## config.mk

```make
export PLATFORM = sky130hd
export DESIGN_NAME = codec_init_seq
export DESIGN_NICKNAME = d
export VERILOG_FILES = /design/src/rtl/codec_init_pkg.sv /design/src/rtl/codec_init_timer.sv /design/src/rtl/codec_init_seq.sv
export SDC_FILE = /design/constraint.sdc
export NUM_CORES = 1
export LEC_CHECK = 0
export BUFFER_PORTS_ARGS = -buffer_cell sky130_fd_sc_hd__buf_2
export CORE_UTILIZATION = 50
export DETAILED_ROUTE_END_ITERATION = 10
export PLACE_DENSITY_LB_ADDON = 0.08
export SETUP_SLACK_MARGIN = 0.3
export SLEW_MARGIN = 25
export SYNTH_ARGS = -nofsm -noshare
export SYNTH_HDL_FRONTEND = slang
export SYNTH_SLANG_ARGS = --single-unit
```

## constraint.sdc

```tcl
create_clock -name clock_20Khz -period 2.2 [get_ports clock_20Khz]
set_input_delay 0.33 -clock clock_20Khz [delete_from_list [all_inputs] [get_ports clock_20Khz]]
set_output_delay 0.33 -clock clock_20Khz [all_outputs]
set_load 0.005 [all_outputs]
```

## src/rtl/codec_init_pkg.sv

```systemverilog
// Shared types and constants for the codec register-initialisation sequencer:
// FSM state encoding, timer width and the default codec register table.
package codec_init_pkg;

  typedef enum logic [2:0] {
    IDLE,
    LOAD,
    GO,
    WAIT,
    CHECK,
    GAP,
    DONE,
    ERR
  } state_t;

  localparam int TABLE_DEPTH = 16;

  // Wide enough for the largest timeout limit (1023).
  localparam int TIMER_W = 10;

  localparam logic [15:0] REG_TABLE [TABLE_DEPTH] = '{
    16'h0E13, 16'h0579, 16'h0C07, 16'h1001,
    16'h13FF, 16'h0812, 16'h0A00, 16'h1E00,
    16'h0000, 16'h0000, 16'h0000, 16'h0000,
    16'h0000, 16'h0000, 16'h0000, 16'h0000
  };

endpackage

```

## src/rtl/codec_init_timer.sv

```systemverilog
// Loadable down-counter shared by the inter-transfer gap and the wait-for-end
// timeout; holds at zero until reloaded.
module codec_init_timer
  import codec_init_pkg::*;
(
  input  logic               clock_20Khz,
  input  logic               pin_reset,
  input  logic               load,
  input  logic [TIMER_W-1:0] load_val,
  output logic               zero
);

  logic [TIMER_W-1:0] count_q, count_d;

  // NOTE: every signal written in always_comb gets a default first, so no
  // path through the block can leave it unassigned and infer a latch.
  always_comb begin
    count_d = count_q;
    if (load) begin
      count_d = load_val;
    end else if (count_q != '0) begin
      count_d = count_q - 1'b1;
    end
  end

  // NOTE: flops use non-blocking assignment so all registers update together
  // from values sampled before the edge, independent of statement order.
  always_ff @(posedge clock_20Khz or negedge pin_reset) begin
    if (!pin_reset) begin
      count_q <= '0;
    end else begin
      count_q <= count_d;
    end
  end

  assign zero = (count_q == '0);

endmodule

```

## src/rtl/codec_init_seq.sv

```systemverilog
// Codec init sequencer: writes the register table to the codec over an I2C
// controller. Define CODEC_INIT_RETRY_EN to retry failed transfers.
module codec_init_seq
  import codec_init_pkg::*;
#(
  parameter int         NUM_REGS       = 10,
  parameter logic [7:0] DEV_ADDR       = 8'h34,
  parameter int         MAX_RETRY      = 3,
  parameter int         GAP_CYCLES     = 4,
  parameter int         TIMEOUT_CYCLES = 64,
  parameter bit         AUTO_START     = 1'b1
) (
  input  logic        clock_20Khz,
  input  logic        pin_reset,
  input  logic        start,
  output logic [23:0] i2c_data,
  output logic        i2c_go,
  input  logic        i2c_end,
  input  logic        i2c_nack,
  output logic        busy,
  output logic        ready,
  output logic        error,
  output logic [3:0]  reg_idx
);

  localparam logic [3:0]         LAST_IDX = 4'(NUM_REGS - 1);
  localparam logic [TIMER_W-1:0] GAP_LOAD = TIMER_W'(GAP_CYCLES - 1);
  localparam logic [TIMER_W-1:0] TO_LOAD  = TIMER_W'(TIMEOUT_CYCLES - 1);

  state_t      state_q, state_d;
  logic [23:0] i2c_data_q, i2c_data_d;
  logic        i2c_go_q, i2c_go_d;
  logic        busy_q, busy_d;
  logic        ready_q, ready_d;
  logic        error_q, error_d;
  logic [3:0]  reg_idx_q, reg_idx_d;
  logic        fail_q, fail_d;
  logic        auto_q, auto_d;
`ifdef CODEC_INIT_RETRY_EN
  logic [2:0]  retry_q, retry_d;
`endif

  logic               tmr_load;
  logic [TIMER_W-1:0] tmr_val;
  logic               tmr_zero;
  logic               start_eff;

  codec_init_timer u_timer (
    .clock_20Khz (clock_20Khz),
    .pin_reset   (pin_reset),
    .load        (tmr_load),
    .load_val    (tmr_val),
    .zero        (tmr_zero)
  );

  // The auto-start flag is set only by reset, so it acts as start for one cycle.
  assign start_eff = start | auto_q;

  always_comb begin
    state_d    = state_q;
    i2c_data_d = i2c_data_q;
    i2c_go_d   = 1'b0;
    busy_d     = busy_q;
    ready_d    = ready_q;
    error_d    = error_q;
    reg_idx_d  = reg_idx_q;
    fail_d     = fail_q;
    auto_d     = 1'b0;
    tmr_load   = 1'b0;
    tmr_val    = TO_LOAD;
`ifdef CODEC_INIT_RETRY_EN
    retry_d    = retry_q;
`endif

    case (state_q)
      IDLE, DONE, ERR: begin
        if (start_eff) begin
          state_d   = LOAD;
          reg_idx_d = '0;
          ready_d   = 1'b0;
          error_d   = 1'b0;
          busy_d    = 1'b1;
`ifdef CODEC_INIT_RETRY_EN
          retry_d   = '0;
`endif
        end
      end
      LOAD: begin
        i2c_data_d = {DEV_ADDR, REG_TABLE[reg_idx_q]};
        state_d    = GO;
      end
      GO: begin
        i2c_go_d = 1'b1;
        tmr_load = 1'b1;
        tmr_val  = TO_LOAD;
        fail_d   = 1'b0;
        state_d  = WAIT;
      end
      WAIT: begin
        // A completing transfer beats a timeout expiring in the same cycle.
        if (i2c_end) begin
          fail_d  = i2c_nack;
          state_d = CHECK;
        end else if (tmr_zero) begin
          fail_d  = 1'b1;
          state_d = CHECK;
        end else begin
          i2c_go_d = 1'b1;
        end
      end
      CHECK: begin
        if (!fail_q) begin
          if (reg_idx_q == LAST_IDX) begin
            state_d = DONE;
            ready_d = 1'b1;
            busy_d  = 1'b0;
          end else begin
            reg_idx_d = reg_idx_q + 1'b1;
            tmr_load  = 1'b1;
            tmr_val   = GAP_LOAD;
            state_d   = GAP;
`ifdef CODEC_INIT_RETRY_EN
            retry_d   = '0;
`endif
          end
        end else begin
`ifdef CODEC_INIT_RETRY_EN
          if (int'(retry_q) < MAX_RETRY) begin
            retry_d  = retry_q + 1'b1;
            tmr_load = 1'b1;
            tmr_val  = GAP_LOAD;
            state_d  = GAP;
          end else begin
            state_d = ERR;
            error_d = 1'b1;
            busy_d  = 1'b0;
          end
`else
          state_d = ERR;
          error_d = 1'b1;
          busy_d  = 1'b0;
`endif
        end
      end
      GAP: begin
        if (tmr_zero && !i2c_end) begin
          state_d = LOAD;
        end
      end
      default: state_d = IDLE;
    endcase
  end

  always_ff @(posedge clock_20Khz or negedge pin_reset) begin
    if (!pin_reset) begin
      state_q    <= IDLE;
      i2c_data_q <= '0;
      i2c_go_q   <= 1'b0;
      busy_q     <= 1'b0;
      ready_q    <= 1'b0;
      error_q    <= 1'b0;
      reg_idx_q  <= '0;
      fail_q     <= 1'b0;
      auto_q     <= AUTO_START;
`ifdef CODEC_INIT_RETRY_EN
      retry_q    <= '0;
`endif
    end else begin
      state_q    <= state_d;
      i2c_data_q <= i2c_data_d;
      i2c_go_q   <= i2c_go_d;
      busy_q     <= busy_d;
      ready_q    <= ready_d;
      error_q    <= error_d;
      reg_idx_q  <= reg_idx_d;
      fail_q     <= fail_d;
      auto_q     <= auto_d;
`ifdef CODEC_INIT_RETRY_EN
      retry_q    <= retry_d;
`endif
    end
  end

  assign i2c_data = i2c_data_q;
  assign i2c_go   = i2c_go_q;
  assign busy     = busy_q;
  assign ready    = ready_q;
  assign error    = error_q;
  assign reg_idx  = reg_idx_q;

endmodule

```

# Word level (Yosys, flattened, before mapping)
# Memories as Yosys holds them, arrays and structs flattened. A register that Yosys moved wholly into a read port is not among the register bits.
# Index checks and enable logic that the tools add are counted.
totals:
  mem_count: 1
  input_bits: 5
  word_cells: 85
  reg_bits: 40
  rom_bits: 256
mem_list:
  columns: ["memory", "depth", "word_bits", "read_ports", "rd_ports_with_merged_regs", "write_ports", "line", "text"]
  rows:
  - ["(no name shown)", 16, 16, 1, 1, 0, "codec_init_seq.sv:89", "i2c_data_d = {DEV_ADDR, REG_TABLE[reg_idx_q]};"]
classes:
  n_addsub: 2
  eq_ne: 16
  bitwise_logic: 2
  magnitude_cmp: 1
  n_reduce_logical: 16
  muxes: 37
op_table:
  columns: ["operator", "n"]
  rows:
  - ["two-way mux 16 bit", 2]
  - ["two-way mux 10 bit", 2]
  - ["two-way mux 6 bit", 3]
  - ["case mux 3 bit (6 select lines)", 1]
  - ["two-way mux 3 bit", 5]
  - ["two-way mux 1 bit", 13]
  - ["== test 3 bit, second input constant", 4]
  - ["two-way mux 4 bit", 3]
  - ["!= test 2 bit, second input constant", 6]
  - ["case mux 1 bit (2 select lines)", 6]
  - ["logical NOT 10 bit", 1]
  - ["nonzero test 10 bit", 1]
  - ["subtractor 10 x 1 -> 10 bit, second input constant", 1]
  - ["AND reduction 3 bit", 3]
  - ["case mux 4 bit (2 select lines)", 1]
  - ["AND reduction 4 bit", 2]
  - ["== test 3 x 2 -> 1 bit, second input constant", 2]
  - ["!= test 3 bit, second input constant", 2]
  - ["nonzero test 2 bit", 3]
  - [">= comparator 5 bit, second input constant", 1]
  - ["NOT 4 -> 5 bit", 1]
  - ["adder 4 x 1 -> 4 bit, second input constant", 1]
  - ["== test 4 bit, second input constant", 1]
  - ["== test 3 x 1 -> 1 bit, second input constant", 1]
  - ["7 further kinds", 8]

# Longest topological paths before layout
depth:
  depth_word: 5
  mapped_depth: 7
  mapped_depth_nobuf: 6

# By module
# A second synthesis with hierarchy kept.
unflattened:
  hier_cells: 220
  area_unflattened_um2: 1986.9
by_module_without_submodules:
  columns: ["mod", "area_per_inst_um2", "cells_each", "seq_area_each_um2", "n_inst"]
  rows:
  - ["codec_init_seq", 1392.6, 153, 601.8, 1]
  - ["codec_init_timer", 594.3, 67, 250.2, 1]

# Least setup slack after synthesis
# OpenSTA, ideal clock, no wires.
synth_timing:
  path_kind: "register to register"
  start: "reg reg_idx_q[1] (netlist: reg_idx[1])"
  end: "reg u_timer.count_q[2]"
  period_less_slack_ps: 1795
  path_slack_ps: 405
  path_stages_with_launch: 7
  t_required_ps: 2073
  t_arrival_ps: 1668
  setup_ps: 127
  cell_sequence: "dfrtp_1 -> inv_1 -> ha_1 -> and3b_1 -> or4_4 -> nand2_1 -> o21ai_1"
synth_between:
  elab_chain_cells: 5
  elab_cells_between_ends: 9
synth_lines:
  columns: ["element", "line", "text"]
  rows:
  - ["start, declared", "codec_init_seq.sv:36", "logic [3:0] reg_idx_q, reg_idx_d;"]
  - ["start signal, assigned", "codec_init_seq.sv:175", "reg_idx_q <= reg_idx_d;"]
  - ["== test 4 bit *", "codec_init_seq.sv:113", "if (reg_idx_q == LAST_IDX) begin"]
  - ["two-way mux 1 bit or two-way mux 6 bit (tied branches)", "codec_init_seq.sv:113", null]
  - ["two-way mux 1 bit or two-way mux 6 bit (tied branches)", "codec_init_seq.sv:112", "if (!fail_q) begin"]
  - ["case mux 1 bit (2 select lines) or two-way mux 6 bit (tied branches)", "codec_init_seq.sv:75", "case (state_q)"]
  - ["two-way mux 10 bit or nonzero test 2 bit (tied branches)", null, null]
  - ["end signal, assigned", "codec_init_timer.sv:32", "count_q <= count_d;"]
  - ["end, declared", "codec_init_timer.sv:13", "logic [TIMER_W-1:0] count_q, count_d;"]
# Every way passes the cells marked *; elsewhere a longest branch is shown, timed or not.
# A chain may end at the register's enable or synchronous reset.

# Worst setup path after layout
layout_timing:
  start: "reg reg_idx_q[0] (netlist: reg_idx[0])"
  end: "reg u_timer.count_q[2]"
# Same word-level chain as after synthesis.

==> reports/metrics.sh <==
STATUS='finished clean'
CTS_INSERTED_BUFFERS=5
FIN_CRIT_SH_PCT=80.7
POST-LAYOUT-TOTAL-POWER_mW=2.61
DETAILROUTE.VIA_COUNT=1500
MULTIINPUTGATEAREA_UM2=945
SYNTH_SEQ_AREA_SHARE_PCT=44.0
IOS=37
FINALHOLDVIOLCOUNT=0
WORST-SETUP-PATH-TYPE='register to register'
SYNTH.FF_LATCH_COUNT=34
GRT_ANTENNA_BEFORE_REPAIR=0
DIE-AREA_MM2=0.00412
ANT_DIODES=0
CP-START-KIND='register'
CTS_HOLD_BUFFERS=0
PLACEMENTROWS=22
TIMING.CLOCK.SKEW_NS=0.00453
ROUTABILITYCONGESTION=0.906
AVERAGE_WIRE_PER_CELL_IN_THE_ROUTED_DESIGN_UM=13.9
WORSTSKEWPAIRLATENCY_NS=0.28
TRITONCTS='yes'
SYNTHDISTINCTLIBCELLS=51
WORST_SETUP_PATH_END_KIND='register'
PIN_COUNT_OF_THE_BIGGEST_NET_ENTERING_GLOBAL_ROUTING=35
SEQ_AREA_UM2=853
GRT_PASS1_VIAS=1451
GR_UTIL_ALL_LAYERS_PCT=21.2
DETAIL_ROUTE.ITER0.VIOLATIONS=78
DIE_H_UM=64.2
DP_HPWL_MM=2.76
P_LEAK_nW=0.985
NON_FILLER_CELLS_IN_THE_FINISHED_LAYOUT=278
CRITICAL_PATH_ARRIVAL_NS=1.93
VIASPERCELL=5.40
FINALSETUPVIOLCOUNT=0
SYN_AREA_MM2=0.00193
AREAGROWTHSYNTHTOFINISH_PCT=11.4
YS.WARNINGS.COUNT=0
HOLD_CLASS='input pin to asynchronous set/reset pin'
M1WIRELENGTH_MM=1.83
CLOCK_TREE.HTREE_LEVEL_COUNT=2
MAXCAPVIOLCOUNT=0
SLEW_VIOL_FINAL=0
FILLCELLCOUNT=322
RSZ0062_AT_GRT='no'
DR_WL_MET3_UM=143
CLOCK-SINKS=34
POWER_PER_CELL_AREA_mW_PER_MM2=1210
PATH_CLK_SLEW_NS=0.07
POST_ROUTE_DRC=0
NUMBER_OF_FLOPS_MAPPED_TO_ENABLE_CELLS_BY_YOSYS=0
SYNTH_CELLS=202
SYNTH_ASYNC_SR_FLOP_SHARE_PCT=100
AGGREGATE_NEGATIVE_SETUP_SLACK_NS=0
ROUTE.MET2.WL_MM=1.86
POST_ROUTE_CELLS_DRIVE_ABOVE_1_SHARE_PCT=23.5
FIRSTDRTPASSITERS=4
CLK_ROOT_BUFFER_CELL='clkbuf_8'
GRT_OVERFLOW=0
CTSLONGESTPATHBUFFERS=2
FINAL_PERIOD_MINUS_WORST_SETUP_SLACK_NS=1.78
FMAX_MHz=563
WORST_SLEW_MARGIN_REL_PCT=49.3
VDD.IR_DROP.WORST_uV=489
DIE-WIDTH_UM=64.2
CRITPATHREQUIREDTIME_NS=2.36
SYNTHESIS.AREA_PER_INSTANCE_UM2=9.58
FIN_WORST_HOLD_SLACK_NS=0.120
POST-PLACE-CELLS=269
SYNTH_FLOP_CELL='dfrtp_1'
LARGEST_FANOUT_ON_THE_CRITICAL_PATH=5
PLACE.PORT_BUFFERS=28
INITIAL_STANDARD_CELL_UTILIZATION_OF_THE_CORE_PCT=52.4
TOP_SIGNAL_LAYER_USED='met4'
FINAL_ANT_VIOL_NETS=0
WORST_PIN_SLEW_NS=0.761
DETAIL_ROUTE.WIRELENGTH_MM=3.86
GRT_PASS1_WL_MM=6.80
FINISH.NET_COUNT=241
PLACEABLECOREAREA_MM2=0.00369
==> cell families (layout without fill, tap and decap cells) <==
kind of cell	Yosys count	count (layout)	share of synthesized area (%)
mux	5	5	2.59
fa+ha+maj	6	6	3.88
other cells	1	9	0.194
simple gates	74	74	22.1
flops	34	34	44.0
xor+xnor	6	6	2.72
buf+inv	30	50	8.99
compound gates	46	46	15.5
==> cell usage in the layout, fill, tap and decap left out, drive strengths merged, types with 2 or more instances in the layout <==
| master | Yosys | layout |
|---|---|---|
| buf | 17 | 34 |
| clkinv | 0 | 2 |
| o31ai | 9 | 9 |
| o21ai | 14 | 14 |
| a21boi | 2 | 2 |
| inv | 9 | 9 |
| nor2 | 15 | 15 |
| nor4 | 2 | 2 |
| clkbuf | 4 | 5 |
| nand4b | 2 | 2 |
| nand3 | 7 | 7 |
| xnor2 | 5 | 5 |
| nand2b | 5 | 5 |
| or4 | 3 | 3 |
| conb | 1 | 9 |
| nor2b | 3 | 3 |
| mux2i | 5 | 5 |
| or3 | 4 | 4 |
| ha | 6 | 6 |
| dfrtp | 33 | 33 |
| or2 | 2 | 2 |
| nand2 | 19 | 19 |
| a22o | 2 | 2 |
| a21oi | 10 | 10 |
| nor3b | 3 | 3 |
| nor3 | 4 | 4 |
==> synth_stat cells, types with 2 or more instances <==
master | n | area share (%)
or4_1 | 2 | 0.78
nand2_1 | 19 | 3.7
nand4b_1 | 2 | 0.91
nand2b_1 | 4 | 1.3
mux2i_1 | 5 | 2.6
o31ai_1 | 9 | 3.5
nor2b_1 | 3 | 0.97
xnor2_1 | 5 | 2.3
nor3_1 | 4 | 1.0
nand3_1 | 7 | 1.8
inv_1 | 9 | 1.7
buf_4 | 14 | 5.4
or3_1 | 4 | 1.3
nor3b_1 | 2 | 0.78
dfrtp_1 | 33 | 43
o21ai_0 | 6 | 1.6
nor2_1 | 15 | 2.9
a21oi_1 | 10 | 2.6
clkbuf_1 | 4 | 0.78
ha_1 | 6 | 3.9
a22o_1 | 2 | 0.91
o21ai_1 | 8 | 2.1
==> final cells by class <==
cell class	instances	share of cell area, %
inverters	9	1.57
flip-flops and latches	34	39.6
multi-input cells	146	43.8
clock inverters	2	0.464
repair buffers	34	8.59
clock buffers	5	3.19
well taps	48	2.79
==> critical path, cell delays in order (launching register included) <==
cell and delay, ns:
dfrtp_2 0.44, ha_1 0.24, and3b_2 0.26, or4_4 0.53
nand2_2 0.12, o21ai_1 0.07
==> stage by stage <==
stage	setup slack (ns)	utilization [%]	instance area, µm²
2_1_floorplan	0.405	-	1960
3_3_place_gp	0.403	55.7	2050
5_1_grt	0.309	58.4	2160
4_1_cts	0.311	57.8	2130
6_report	0.424	58.4	2160
3_5_place_dp	0.320	55.7	2050
==> flip-flops by register name (all words and copies together) (netlist names) <==
register	cells
i2c_data	11
u_timer.count_q	10
reg_idx	4
state_q	3
auto_q	1
busy	1
error	1
fail_q	1
i2c_go	1
ready	1
==> worst paths after layout <==
check	cells after the start	slack (ns)	end	start
max	5	0.42	u_timer.count_q[2]	reg_idx[0]
min	1	0.12	i2c_data[7]	pin_reset
max reg2reg	5	0.42	u_timer.count_q[2]	reg_idx[0]
min reg2reg	2	0.47	i2c_data[10]	i2c_data[10]
max in group asynchronous	1	1.54	reg_idx[0]	pin_reset
min in group clock_20Khz	4	0.42	fail_q	i2c_nack
==> metal layers <==
metal / track usage [%] / up-vias
li1: - / 742
met1: 28.1 / 712
met2: 35.1 / 42
met3: 3.75 / 4
met4: 6.67 / 0
met5: 0 / -
==> timing repair <==
| item | in CTS | in global routing |
|---|---|---|
| setup buffers | 0 | 2 |
| gates resized for setup | 0 | 4 |
| endpoints found under the setup margin | 0 | 9 |
==> where the power goes <==
group | leakage [nW] | switching [mW] | internal [mW]
combinational | 0.526 | 0.552 | 0.498
sequential | 0.416 | 0.281 | 0.849
clock | 0.0438 | 0.220 | 0.212
(Power assumes the default switching activity.)
